File: src/rtl/tdm_demux_1to4.sv
// tdm_demux_1to4
// Serial time-division demultiplexer. One serial line carries frames of four
// slots (channel 0..3), WIDTH bits per slot, MSB first. A frame-sync strobe
// marks the first bit of slot 0. The block hunts for sync, tracks bit and
// slot position, and loads each completed slot into its channel register
// with a one-cycle valid pulse. Sync violations produce a one-cycle error
// pulse.
//
// Ports:
//   clk       rising-edge clock
//   rst_n     asynchronous active-low reset
//   en        bit-enable; din/fsync are only sampled on edges with en=1
//   din       serial data, MSB of each slot first
//   fsync     high on the bit that is slot 0, bit 0
//   ch0..ch3  last completed word of each channel (WIDTH bits each)
//   ch_valid  bit n pulses for one cycle when chn updates
//   locked    high while frame-aligned
//   sync_err  one-cycle pulse on any sync violation

module tdm_demux_1to4 #(
   parameter int WIDTH = 8
) (
   input  logic             clk,
   input  logic             rst_n,
   input  logic             en,
   input  logic             din,
   input  logic             fsync,
   output logic [WIDTH-1:0] ch0,
   output logic [WIDTH-1:0] ch1,
   output logic [WIDTH-1:0] ch2,
   output logic [WIDTH-1:0] ch3,
   output logic [3:0]       ch_valid,
   output logic             locked,
   output logic             sync_err
);

   localparam int CW = $clog2(WIDTH);
   localparam logic [CW-1:0] LAST_BIT = CW'(WIDTH - 1);

   typedef enum logic {
      HUNT,
      LOCKED
   } state_t;

   state_t             state;
   logic [CW-1:0]      bit_cnt;
   logic [1:0]         slot_cnt;
   logic [WIDTH-2:0]   shift;
   logic [WIDTH-1:0]   word_next;
   logic               frame_start;

   // The shift register only has to hold the WIDTH-1 bits already received;
   // the final bit of a slot comes straight from din, so the completed word
   // is always the stored bits with the current bit appended.
   always_comb begin
      word_next   = {shift, din};
      frame_start = (bit_cnt == '0) && (slot_cnt == 2'd0);
   end

   // Single sequential process: frame-alignment state machine, position
   // counters, shift register and all registered outputs. Pulses (ch_valid,
   // sync_err) are cleared on every edge, including edges with en=0, so they
   // last exactly one cycle. Everything else only moves on qualified bits.
   always_ff @(posedge clk or negedge rst_n) begin
      if (!rst_n) begin
         state    <= HUNT;
         bit_cnt  <= '0;
         slot_cnt <= 2'd0;
         shift    <= '0;
         ch0      <= '0;
         ch1      <= '0;
         ch2      <= '0;
         ch3      <= '0;
         ch_valid <= 4'b0000;
         locked   <= 1'b0;
         sync_err <= 1'b0;
      end else begin
         ch_valid <= 4'b0000;
         sync_err <= 1'b0;
         if (en) begin
            unique case (state)
               HUNT: begin
                  // Bits without fsync are simply dropped while hunting.
                  if (fsync) begin
                     shift    <= word_next[WIDTH-2:0];
                     bit_cnt  <= CW'(1);
                     slot_cnt <= 2'd0;
                     locked   <= 1'b1;
                     state    <= LOCKED;
                  end
               end
               LOCKED: begin
                  if (frame_start) begin
                     // A new frame must begin with fsync; without it the
                     // alignment is lost and this bit is thrown away.
                     if (fsync) begin
                        shift   <= word_next[WIDTH-2:0];
                        bit_cnt <= CW'(1);
                     end else begin
                        sync_err <= 1'b1;
                        locked   <= 1'b0;
                        state    <= HUNT;
                     end
                  end else if (fsync) begin
                     // fsync arriving mid-frame wins: the partial slot is
                     // abandoned and this bit restarts the frame at slot 0.
                     sync_err <= 1'b1;
                     shift    <= word_next[WIDTH-2:0];
                     bit_cnt  <= CW'(1);
                     slot_cnt <= 2'd0;
                  end else if (bit_cnt == LAST_BIT) begin
                     unique case (slot_cnt)
                        2'd0: ch0 <= word_next;
                        2'd1: ch1 <= word_next;
                        2'd2: ch2 <= word_next;
                        2'd3: ch3 <= word_next;
                     endcase
                     ch_valid <= 4'b0001 << slot_cnt;
                     bit_cnt  <= '0;
                     slot_cnt <= slot_cnt + 2'd1;
                  end else begin
                     shift   <= word_next[WIDTH-2:0];
                     bit_cnt <= bit_cnt + 1'b1;
                  end
               end
               default: state <= HUNT;
            endcase
         end
      end
   end

endmodule

File: config.mk
export PLATFORM = sky130hd
export DESIGN_NAME = tdm_demux_1to4
export DESIGN_NICKNAME = d
export VERILOG_FILES = /design/src/rtl/tdm_demux_1to4.sv
export SDC_FILE = /design/constraint.sdc
export NUM_CORES = 1
export LEC_CHECK = 0
export CAP_MARGIN = 15
export CORE_ASPECT_RATIO = 0.7
export CORE_MARGIN = 2
export CORE_UTILIZATION = 35
export DETAILED_ROUTE_END_ITERATION = 7
export MAX_ROUTING_LAYER = met4
export PLACE_DENSITY = 0.67
export SLEW_MARGIN = 0
export SYNTH_ARGS = -nofsm -noshare
export SYNTH_HDL_FRONTEND = slang
export SYNTH_SLANG_ARGS = --single-unit
File: constraint.sdc
create_clock -name clk -period 4 [get_ports clk]
set_input_delay 0.6 -clock clk [delete_from_list [all_inputs] [get_ports clk]]
set_output_delay 0.6 -clock clk [all_outputs]
set_load 0.005 [all_outputs]
* Yosys cells after proc, flatten, opt, wreduce, memory -nomap -nowiden
Cells that the tools add are included.
** Operators by class
- $add $sub $neg :: 2
- Eq/ne operators :: 10
- Shift operators :: 1
- Multiplexer cells :: 31
- Bitwise gates (word level) :: 3
- Reduce and logical (&&, ||, !) cells :: 10
** Operator list (count)
- two-way mux 7 bit :: 4
- AND reduction 6 bit :: 4
- two-way mux 4 bit :: 5
- case mux 7 bit (2 select lines) :: 1
- two-way mux 3 bit :: 4
- two-way mux 1 bit :: 9
- two-way mux 2 bit :: 4
- AND reduction 4 bit :: 2
- != test 2 bit (second input constant) :: 3
- case mux 3 bit (2 select lines) :: 1
- == test 2 bit (second input constant) :: 2
- != test 4 bit (second input constant) :: 1
- case mux 1 bit (2 select lines) :: 2
- case mux 2 bit (2 select lines) :: 1
- left shift 1 x 2 -> 4 bit (first input constant) :: 1
- adder 3 x 1 -> 3 bit (second input constant) :: 1
- == test 3 bit (second input constant) :: 1
- logical NOT 3 bit :: 1
- != test 3 x 2 -> 1 bit (second input constant) :: 1
- inverter 1 bit :: 3
- adder 2 x 1 -> 2 bit (second input constant) :: 1
- == test 2 x 1 -> 1 bit (second input constant) :: 1
- logical NOT 2 bit :: 1
- != test 2 x 1 -> 1 bit (second input constant) :: 1
- other kinds (2) :: 2
** Word-level totals
- Register bits :: 51
- Bits of input ports :: 5
- Logic and storage cells :: 68

* Longest topological paths before layout
Gate-level depths: netlist (run 1).
- Depth in word-level cells :: 6
- Mapped depth :: 10
- Gate-level depth less buffers :: 8

* Worst setup path after synthesis (run 1)
No wires, ideal clock.
- Kind :: register to register
- Start :: reg slot_cnt[0]
- End :: reg ch0[1]
- Arrival :: 2.082 ns
- Required time :: 3.875 ns
- Slack :: 1.794 ns
- Stages on the path, launching flop included :: 11
- Clock period less this slack :: 2.206 ns
- Cells stage by stage :: dfrtp_1 inv_1 ha_1 and3b_1 buf_2 inv_1 ha_1 and4_1 clkbuf_1 nand2_1 mux2_2
** On the way
- Longest elaborated chain between the ends :: 4
** RTL lines
- start: declaration :: RTL line 47 : logic [1:0] slot_cnt;
- start signal: assignment :: RTL line 120 : slot_cnt <= slot_cnt + 2'd1;
- logical NOT 2 bit (*) :: RTL line 57, 112
- logical AND 1 bit :: RTL line 57 : frame_start = (bit_cnt == '0) && (slot_cnt == 2'd0);
- inverter 1 bit (no source line)
- AND reduction 6 bit (no source line) (*)
- end signal: assignment :: RTL line 113 : 2'd0: ch0 <= word_next;
- end: declaration :: RTL line 28 : output logic [WIDTH-1:0] ch0,
Mark *: on every way between the ends. The rest lies on a longest branch, timed or not.
A chain may end at the register's enable or synchronous reset.

* Worst setup path after layout (run 1)
- Start :: reg slot_cnt[0]
- End :: reg ch1[7]
** On the way
- Longest elaborated chain between the ends :: 4
- Elaborated cells on any way between the ends :: 5
** RTL lines
- logical NOT 2 bit :: RTL line 57
- logical AND 1 bit :: RTL line 57
- inverter 1 bit (no source line)
- AND reduction 6 bit (no source line) (*)
- end signal: assignment :: RTL line 114 : 2'd1: ch1 <= word_next;
- end: declaration :: RTL line 29 : output logic [WIDTH-1:0] ch1,
Marks and branches as above.

==> results of run 1 <==
-- cells by family after synthesis --
logic type / after synthesis / share of synthesized area
flip-flops: 51 / 0.600
adder cells (fa/ha/maj): 9 / 0.0529
AND/OR/NAND/NOR: 20 / 0.0529
buffers and inverters: 12 / 0.0229
AO/OA/AOI/OAI: 17 / 0.0647
multiplexers: 39 / 0.206
-- layer usage --
layer | share of wire | global-route usage | vias up | wire (um)
met4 | 0.011 | 0.0469 | 0 | 44
met1 | 0.50 | 0.194 | 656 | 2090
met2 | 0.43 | 0.190 | 40 | 1810
li1 | - | - | 621 | -
met3 | 0.052 | 0.0343 | 5 | 216
met5 | 0 | - | - | 0
-- worst reg2reg max path: cells and delay by family, from the launching register on --
family                     cells  cell delay, ps
adders and majority gates      2             460
buffers and inverters          2             310
DFF                            1             440
muxes                          1             390
and+or+nand+nor                3             900
-- state kept, by name, summed over array words and instances (netlist names), 2 cells and up --
name,flops
ch1,8
ch_valid,4
shift,7
slot_cnt,2
bit_cnt,3
ch0,8
ch3,8
ch2,8
-- area by class of cell --
cell class                      count  area share
Clock buffer                        6      0.0301
Clock inverter                      2      0.0128
Inverter                            8      0.0109
Multi-Input combinational cell     85       0.292
Sequential cell                    51       0.465
Tap cell                           75      0.0342
Timing Repair Buffer               43       0.154
-- final timing paths --
| kind | endpoint | from | slack (ps) |
|---|---|---|---|
| max in group asynchronous | ch2[7] | rst_n | 2980 |
| max reg2reg | ch1[7] | slot_cnt[0] | 1380 |
| min reg2reg | ch2[3] | ch2[3] | 500 |
| max | ch1[7] | slot_cnt[0] | 1380 |
| min | sync_err | rst_n | 230 |
| min in group clk | ch2[3] | ch2[3] | 500 |
-- power breakdown --
part,switching (W),internal [W]
Combinational,0.000149,0.000174
Clock,0.000162,0.000202
Sequential,0.000102,0.000602
-- through the flow --
stage               area (um^2)  total power, W  setup WS, ps  utilization  std cells
floorplan                  2130        0.000893          1790            -        148
global placement           2630         0.00103          1320        0.454        262
detailed placement         2630         0.00104          1240        0.454        262
CTS                        2740         0.00141          1330        0.474        270
global route               2740         0.00148          1210        0.474        270
finish                     2740         0.00139          1380        0.474        270
-- cell usage in the layout, fill, tap and decap left out, types with 2 or more instances in the layout --
cell,count
inv_1,8
mux2_2,37
nor2_1,2
dfrtp_1,51
clkdlybuf4s50_1,41
and3_1,5
ha_1,9
nand3_1,3
o21ai_0,4
mux2_1,2
nand2_1,4
nor3_1,2
a21oi_1,3
clkbuf_8,6
==> metrics.md, run 1 <==
| Metric | Value |
|---|---|
| Status | `completed` |
| Peak VDD IR | `0.167 mV` |
| Post-CTS Resized | `0` |
| Hold Crit Class | `in -> async` |
| Post-layout min period | `2620 ps` |
| Nets@finish | `208` |
| Skew final | `9.59 ps` |
| DP Wirelength | `2.96 mm` |
| Wire per inst | `15.4 um` |
| Post-synth ARST share | `1.00` |
| Critical Path RT | `4180 ps` |
| Gr usage total | `0.136` |
| Setup TNS | `0 ps` |
| CTS tree | `done` |
| Fmax | `0.382 GHz` |
| Yosys cell types | `28` |
| Yosys top cell area share | `0.600` |
| Hold_buf cts | `0` |
| P&R area growth vs syn | `28.9%` |
| Top FF cell, synth | `dfrtp_1` |
| Total gr overflow | `0` |
| Post-CTS setup buffers | `0` |
| Placer Congestion | `0.796` |
| CTS max path bufs | `2` |
| CTS Sinks | `51` |
| Register area share after synthesis | `0.600` |
| DIE WIDTH | `97.2 um` |
| Max-slew violations | `0` |
| Final antenna-violating net count | `0` |
| Largest net degree at the start of global routing | `34` |
| WS Path Type | `reg -> reg` |
| Ant. Diodes | `0` |
| Area leader, netlist | `dfrtp_1` |
| DIE HEIGHT | `69.2 um` |
| CTS buffer count | `5` |
| Setup Viol. Count Final | `0` |
| Count leader, synth | `dfrtp_1` |
| Fin. Hold Viols | `0` |
| Pwr Density | `507 nW/um^2` |
| Leakage | `1.31 nW` |
| IO Pins | `43` |
| Startpoint Class | `flip-flop` |
| Synth area leaders | `dfrtp_1 60%, mux2_2 20%, ha_1 5.3%, and3_1 1.5%, inv_1 1.4%` |
| H-Tree Depth | `2` |
| Slew HR | `0.664` |
| Initial Utilization | `0.368` |
| Worst-Skew Late Latency | `300 ps` |
| Worst reg-to-reg path cell count | `8` |
| Number of global-route vias before repair | `1,345` |
| Initial antenna violation count | `0` |
| Stages on the worst setup path | `8` |
| Cell count after synthesis | `148` |
| Syn nets | `162` |
| Crit-path cells | `inv_1 > ha_1 > and3b_1 > inv_1 > ha_1 > and4_1 > nand2_1 > mux2_2` |
| Crit share post-route | `0.654` |
| Detail-routed via count per cell | `4.90` |
| Fillers | `514` |
| Clk slew on worst S/H paths | `90 ps` |
| Total die area | `6730 um^2` |
| WL final | `4.16 mm` |
| Core area | `5780 um^2` |
| CP Data Arrival Time | `2800 ps` |
| Number of max-cap violations | `0` |
| Slowest-stage cell, CP | `dfrtp_1` |
| Port buffer count | `42` |
| Number of remaining DRC errors | `0` |
| Via count | `1,322` |
| CP top delay family | `simple AND/OR/NAND/NOR gates` |
| Worst-Margin Slew | `500 ps` |
| Initial DRC Count | `80` |
| Share of cells above drive strength 1 | `0.246` |
| First-pass GRT wire length | `7.05 mm` |
| EDFF count, synth | `0` |
| Crit path buffers/inverters | `2` |
| Crit-path max FO | `8` |
| YS warnings | `0` |
| Unrepaired setup endpoints after global routing | `no` |
| Worst path max stage delay | `440 ps` |
| #FFs+latches synth | `51` |
| Storage cell area | `1280 um^2` |
| Synth cell count leaders | `51 x dfrtp_1, 37 x mux2_2, 9 x ha_1` |
| Drt first pass iters | `4` |
| Syn_area_per_cell | `14.4 um^2` |
| Footprint of the multi-input gates | `802 um^2` |
| Root Buffer | `clkbuf_8` |
| # rows | `23` |
| Cell Area, Synth | `2130 um^2` |
| CP Capture Type | `flip-flop` |
| Hold_ws | `226 ps` |
No activity file was read; power rests on OpenSTA's default activity.
==> inputs of run 2 (changes only) <==
Clock period 4 ns to 2.7 ns, I/O delays scaled along.
==> metrics.md, run 2 (synthesis results as in run 1) <==
| Metric | Value |
|---|---|
| Status | `completed` |
| Detail-routed via count per cell | `4.91` |
| Crit share post-route | `0.909` |
| Root Buffer | `clkbuf_8` |
| Number of max-cap violations | `0` |
| Placement Cell Area | `2660 um^2` |
| Sw Pwr | `0.000622 W` |
| Initial antenna violation count | `0` |
| Clk slew on worst S/H paths | `90 ps` |
| Unrepaired setup endpoints after global routing | `no` |
| Post-CTS setup buffers | `0` |
| Fmax | `0.407 GHz` |
| GR Util met3 | `0.0313` |
| Nets@finish | `212` |
| IO Pins | `43` |
| Total gr overflow | `0` |
| Critical Path RT | `2890 ps` |
| Post-layout min period | `2450 ps` |
| Worst reg-to-reg path cell count | `8` |
| CTS tree | `done` |
| Most common cell after layout, fill and taps aside | `dfrtp_1` |
| Footprint of the multi-input gates | `802 um^2` |
| Port buffer count | `42` |
| Final antenna-violating net count | `0` |
| Hold Crit Class | `in -> async` |
| CP Capture Type | `flip-flop` |
| Number of remaining DRC errors | `0` |
| CTS max path bufs | `2` |
| Reg-to-reg slack, setup | `250 ps` |
| Gr busiest metal | `met1` |
| Skew final | `5.87 ps` |
| DIE HEIGHT | `69.2 um` |
| Post-CTS Resized | `0` |
| Part of the power in registers | `0.484` |
| Switch share | `0.288` |
| Commonest cells after routing, fill and taps aside | `51 x dfrtp_1, 41 x clkdlybuf4s50_1, 37 x mux2_2` |
| Drt first pass iters | `4` |
| H-Tree Depth | `2` |
| Initial DRC Count | `84` |
| Number of global-route vias before repair | `1,323` |
| # rows | `23` |
| Initial Utilization | `0.368` |
| Gr usage total | `0.142` |
| DP Wirelength | `3.09 mm` |
| Ant. Diodes | `0` |
| CTS Sinks | `51` |
| Hold_buf cts | `0` |
| CTS buffer count | `5` |
| Worst slack, placed | `307 ps` |
| Leakage | `1.33 nW` |
| P&R area growth vs syn | `31.1%` |
| WL final | `4.41 mm` |
| Via count | `1,344` |
| Worst r2r dst | `ch3[6]` |
| Share of cells above drive strength 1 | `0.256` |
| Critical Path Sink | `ch3[6]` |
| Setup TNS | `0 ps` |
| Fillers | `508` |
| WS Path Type | `reg -> reg` |
| Wire per inst | `16.1 um` |
| Fin. Hold Viols | `0` |
| Core area | `5780 um^2` |
| RR Startpoint | `slot_cnt[0]` |
| Design area | `2790 um^2` |
| Max-slew violations | `0` |
| Peak VDD IR | `0.310 mV` |
| Met2 Track Usage GR | `0.200` |
| Worst-Margin Slew | `517 ps` |
| Clk pwr share | `0.285` |
| Storage cell area | `1280 um^2` |
| Total die area | `6730 um^2` |
| CP startpoint | `slot_cnt[0]` |
| Setup Viol. Count Final | `0` |
| Largest net degree at the start of global routing | `34` |
| Startpoint Class | `flip-flop` |
| Crit-path max FO | `8` |
| Worst Slack Setup Final | `245 ps` |
| Met1 Track Usage GR | `0.208` |
| DIE WIDTH | `97.2 um` |
| Combinational share of power | `0.231` |
| Internal power | `0.00153 W` |
| Worst-Skew Late Latency | `300 ps` |
| CP Data Arrival Time | `2640 ps` |
| Placer Congestion | `0.830` |
| Pwr Density | `774 nW/um^2` |
| Slew HR | `0.653` |
| First-pass GRT wire length | `7.33 mm` |
## run 2: cell type report
cell class | count | share of cell area
Sequential cell | 51 | 0.458
Multi-Input combinational cell | 85 | 0.288
Timing Repair Buffer | 47 | 0.162
Tap cell | 75 | 0.0337
Inverter | 8 | 0.0108
Clock buffer | 6 | 0.0260
Clock inverter | 2 | 0.0215
## run 2: worst min-delay path by stage
stage                     depth (start not counted)  startpoint          to  slack [ps]
after floorplan                                   0       rst_n  bit_cnt[0]         110
after global placement                            1       rst_n      locked         380
after detailed placement                          1       rst_n       state         390
after CTS                                         1       rst_n      ch0[5]          60
after global routing                              1       rst_n      ch0[5]          70
final                                             1       rst_n      ch2[1]          40
## run 2: routing by layer
| metal | share of wire | vias to the layer above | routed length (um) |
|---|---|---|---|
| met1 | 0.51 | 675 | 2250 |
| met3 | 0.042 | 5 | 185 |
| li1 | - | 633 | - |
| met5 | 0 | - | 0 |
| met2 | 0.44 | 31 | 1930 |
| met4 | 0.010 | 0 | 46 |
## run 2: power groups by stage
stage / combinational (W) / clock, W / sequential [W]
2_1_floorplan: 0.000323 / 0 / 0.00100
3_5_place_dp: 0.000496 / 0 / 0.00106
3_3_place_gp: 0.000488 / 0 / 0.00106
5_1_grt: 0.000548 / 0.000651 / 0.00107
6_report: 0.000499 / 0.000614 / 0.00104
4_1_cts: 0.000501 / 0.000623 / 0.00105
## run 2: metrics by stage
| step | hold slack (ps) | util | power, W | cells |
|---|---|---|---|---|
| after global routing | 71.0 | 0.482 | 0.00227 | 274 |
| final | 44.4 | 0.482 | 0.00216 | 274 |
| after floorplan | 109 | - | 0.00132 | 148 |
| after detailed placement | 387 | 0.459 | 0.00155 | 266 |
| after CTS | 62.6 | 0.482 | 0.00217 | 274 |
| after global placement | 384 | 0.459 | 0.00154 | 266 |
## run 2: critical path, stage by stage, from the launching register on
cell and delay [ps]:
dfrtp_1 440, inv_1 110, ha_1 210, and3b_1 330
inv_1 100, ha_1 200, and4_1 220, nand2_1 340
mux2_2 390
==> inputs of run 3 (changes only) <==
Settings changed: CTS_BUF_LIST set to sky130_fd_sc_hd__clkbuf_4.
==> metrics.md, run 3 (synthesis results as in run 1) <==
| Metric | Value |
|---|---|
| Status | `completed` |
| Post-layout min period | `2450 ps` |
| WL final | `4.40 mm` |
| DP Wirelength | `3.09 mm` |
| CTS tree | `done` |
| Number of global-route vias before repair | `1,341` |
| Fin util | `0.479` |
| CP Capture Type | `flip-flop` |
| Detail-routed via count per cell | `4.85` |
| Max-slew violations | `0` |
| Ant. Diodes | `0` |
| Fin. Hold Viols | `0` |
| CTS buffer count | `5` |
| Met2 Track Usage GR | `0.197` |
| WS Path Type | `reg -> reg` |
| Unrepaired setup endpoints after global routing | `no` |
| CTS max path bufs | `2` |
| Drt first pass iters | `4` |
| Total gr overflow | `0` |
| Design area | `2770 um^2` |
| Clk slew on worst S/H paths | `150 ps` |
| Critical Path RT | `2960 ps` |
| Via count | `1,333` |
| Number of max-cap violations | `0` |
| Commonest cells after routing, fill and taps aside | `51 x dfrtp_1, 41 x clkdlybuf4s50_1, 37 x mux2_2` |
| Initial Utilization | `0.368` |
| Post-CTS Resized | `0` |
| Leakage | `1.33 nW` |
| Startpoint Class | `flip-flop` |
| CTS Sinks | `51` |
| Placement Cell Area | `2660 um^2` |
| DIE WIDTH | `97.2 um` |
| Initial DRC Count | `72` |
| Gr busiest metal | `met1` |
| GR Util met3 | `0.0313` |
| P&R area growth vs syn | `30.2%` |
| Skew final | `11.6 ps` |
| CP Data Arrival Time | `2700 ps` |
| Crit share post-route | `0.906` |
| Worst-Skew Late Latency | `360 ps` |
| IO Pins | `43` |
| Share of cells above drive strength 1 | `0.260` |
| Port buffer count | `42` |
| Placer Congestion | `0.830` |
| Post-CTS setup buffers | `0` |
| First-pass GRT wire length | `7.29 mm` |
| Number of remaining DRC errors | `0` |
| Most common cell after layout, fill and taps aside | `dfrtp_1` |
| Total Power | `0.00208 W` |
| Wire per inst | `16.0 um` |
| Core area | `5780 um^2` |
| Hold Crit Class | `in -> async` |
| Slew HR | `0.699` |
| DIE HEIGHT | `69.2 um` |
| Initial antenna violation count | `0` |
| H-Tree Depth | `2` |
| Crit-path max FO | `8` |
| Setup Viol. Count Final | `0` |
| Setup TNS | `0 ps` |
| Root Buffer | `clkbuf_4` |
| Worst-Margin Slew | `448 ps` |
| # rows | `23` |
| Total die area | `6730 um^2` |
| Peak VDD IR | `0.328 mV` |
| Largest net degree at the start of global routing | `34` |
| Met1 Track Usage GR | `0.207` |
| Fmax | `0.409 GHz` |
| Fillers | `510` |
| Gr usage total | `0.142` |
| Nets@finish | `213` |
| Pwr Density | `751 nW/um^2` |
| Final antenna-violating net count | `0` |
| Reg-to-reg slack, setup | `250 ps` |
-- run 3: cell types whose count changed in the layout (fill, tap and decap cells not counted), sizes merged --
cell         previous run  this run
dlygate4sd3             0         1
-- run 3: worst max-delay path, stage by stage (launching register included) --
cell and delay (ps):
dfrtp_1 460, inv_1 120, ha_1 190, and3b_1 320, inv_1 100, ha_1 210, and4_1 220, nand2_1 340
mux2_2 380
-- run 3: timing repair --
item	4_1_cts	5_1_grt
setup endpoints to repair	0	0
hold buffers	1	0
endpoints found under the hold margin	18	0
-- run 3: routing by layer --
layer  up-vias  share of wire
li1        639              -
met5         -              0
met3         5          0.045
met1       659           0.52
met2        30           0.43
met4         0          0.012
-- run 3: per-stage QoR --
step                hold WS [ps]  setup WS (ps)  std cells
global route                 532            108        275
detailed placement           387            307        266
CTS                          512            281        275
finish                       501            253        275
floorplan                    109            494        148
global placement             384            382        266
-- run 3: path summary, 6_finish.rpt --
kind / start / to / cells after the start
max: slot_cnt[0] / ch3[0] / 8
min: rst_n / ch2[1] / 2
max reg2reg: slot_cnt[0] / ch3[0] / 8
min reg2reg: ch0[0] / ch0[0] / 1
max in group asynchronous: rst_n / ch1[0] / 3
min in group clk: ch0[0] / ch0[0] / 1
-- run 3: cell type report --
class | instances | area (um^2) | share of cell area
multi-input cells | 85 | 802 | 0.290
inverters | 8 | 30.0 | 0.0108
clock buffers | 6 | 45.0 | 0.0163
clock inverters | 2 | 60.1 | 0.0217
flip-flops and latches | 51 | 1280 | 0.461
well taps | 75 | 93.8 | 0.0339
repair buffers | 48 | 463 | 0.167
-- run 3: power by group --
group | internal (W) | switching [W] | total (W)
clock network | 0.000299 | 0.000239 | 0.000538
logic | 0.000273 | 0.000224 | 0.000497
registers | 0.000891 | 0.000155 | 0.00105
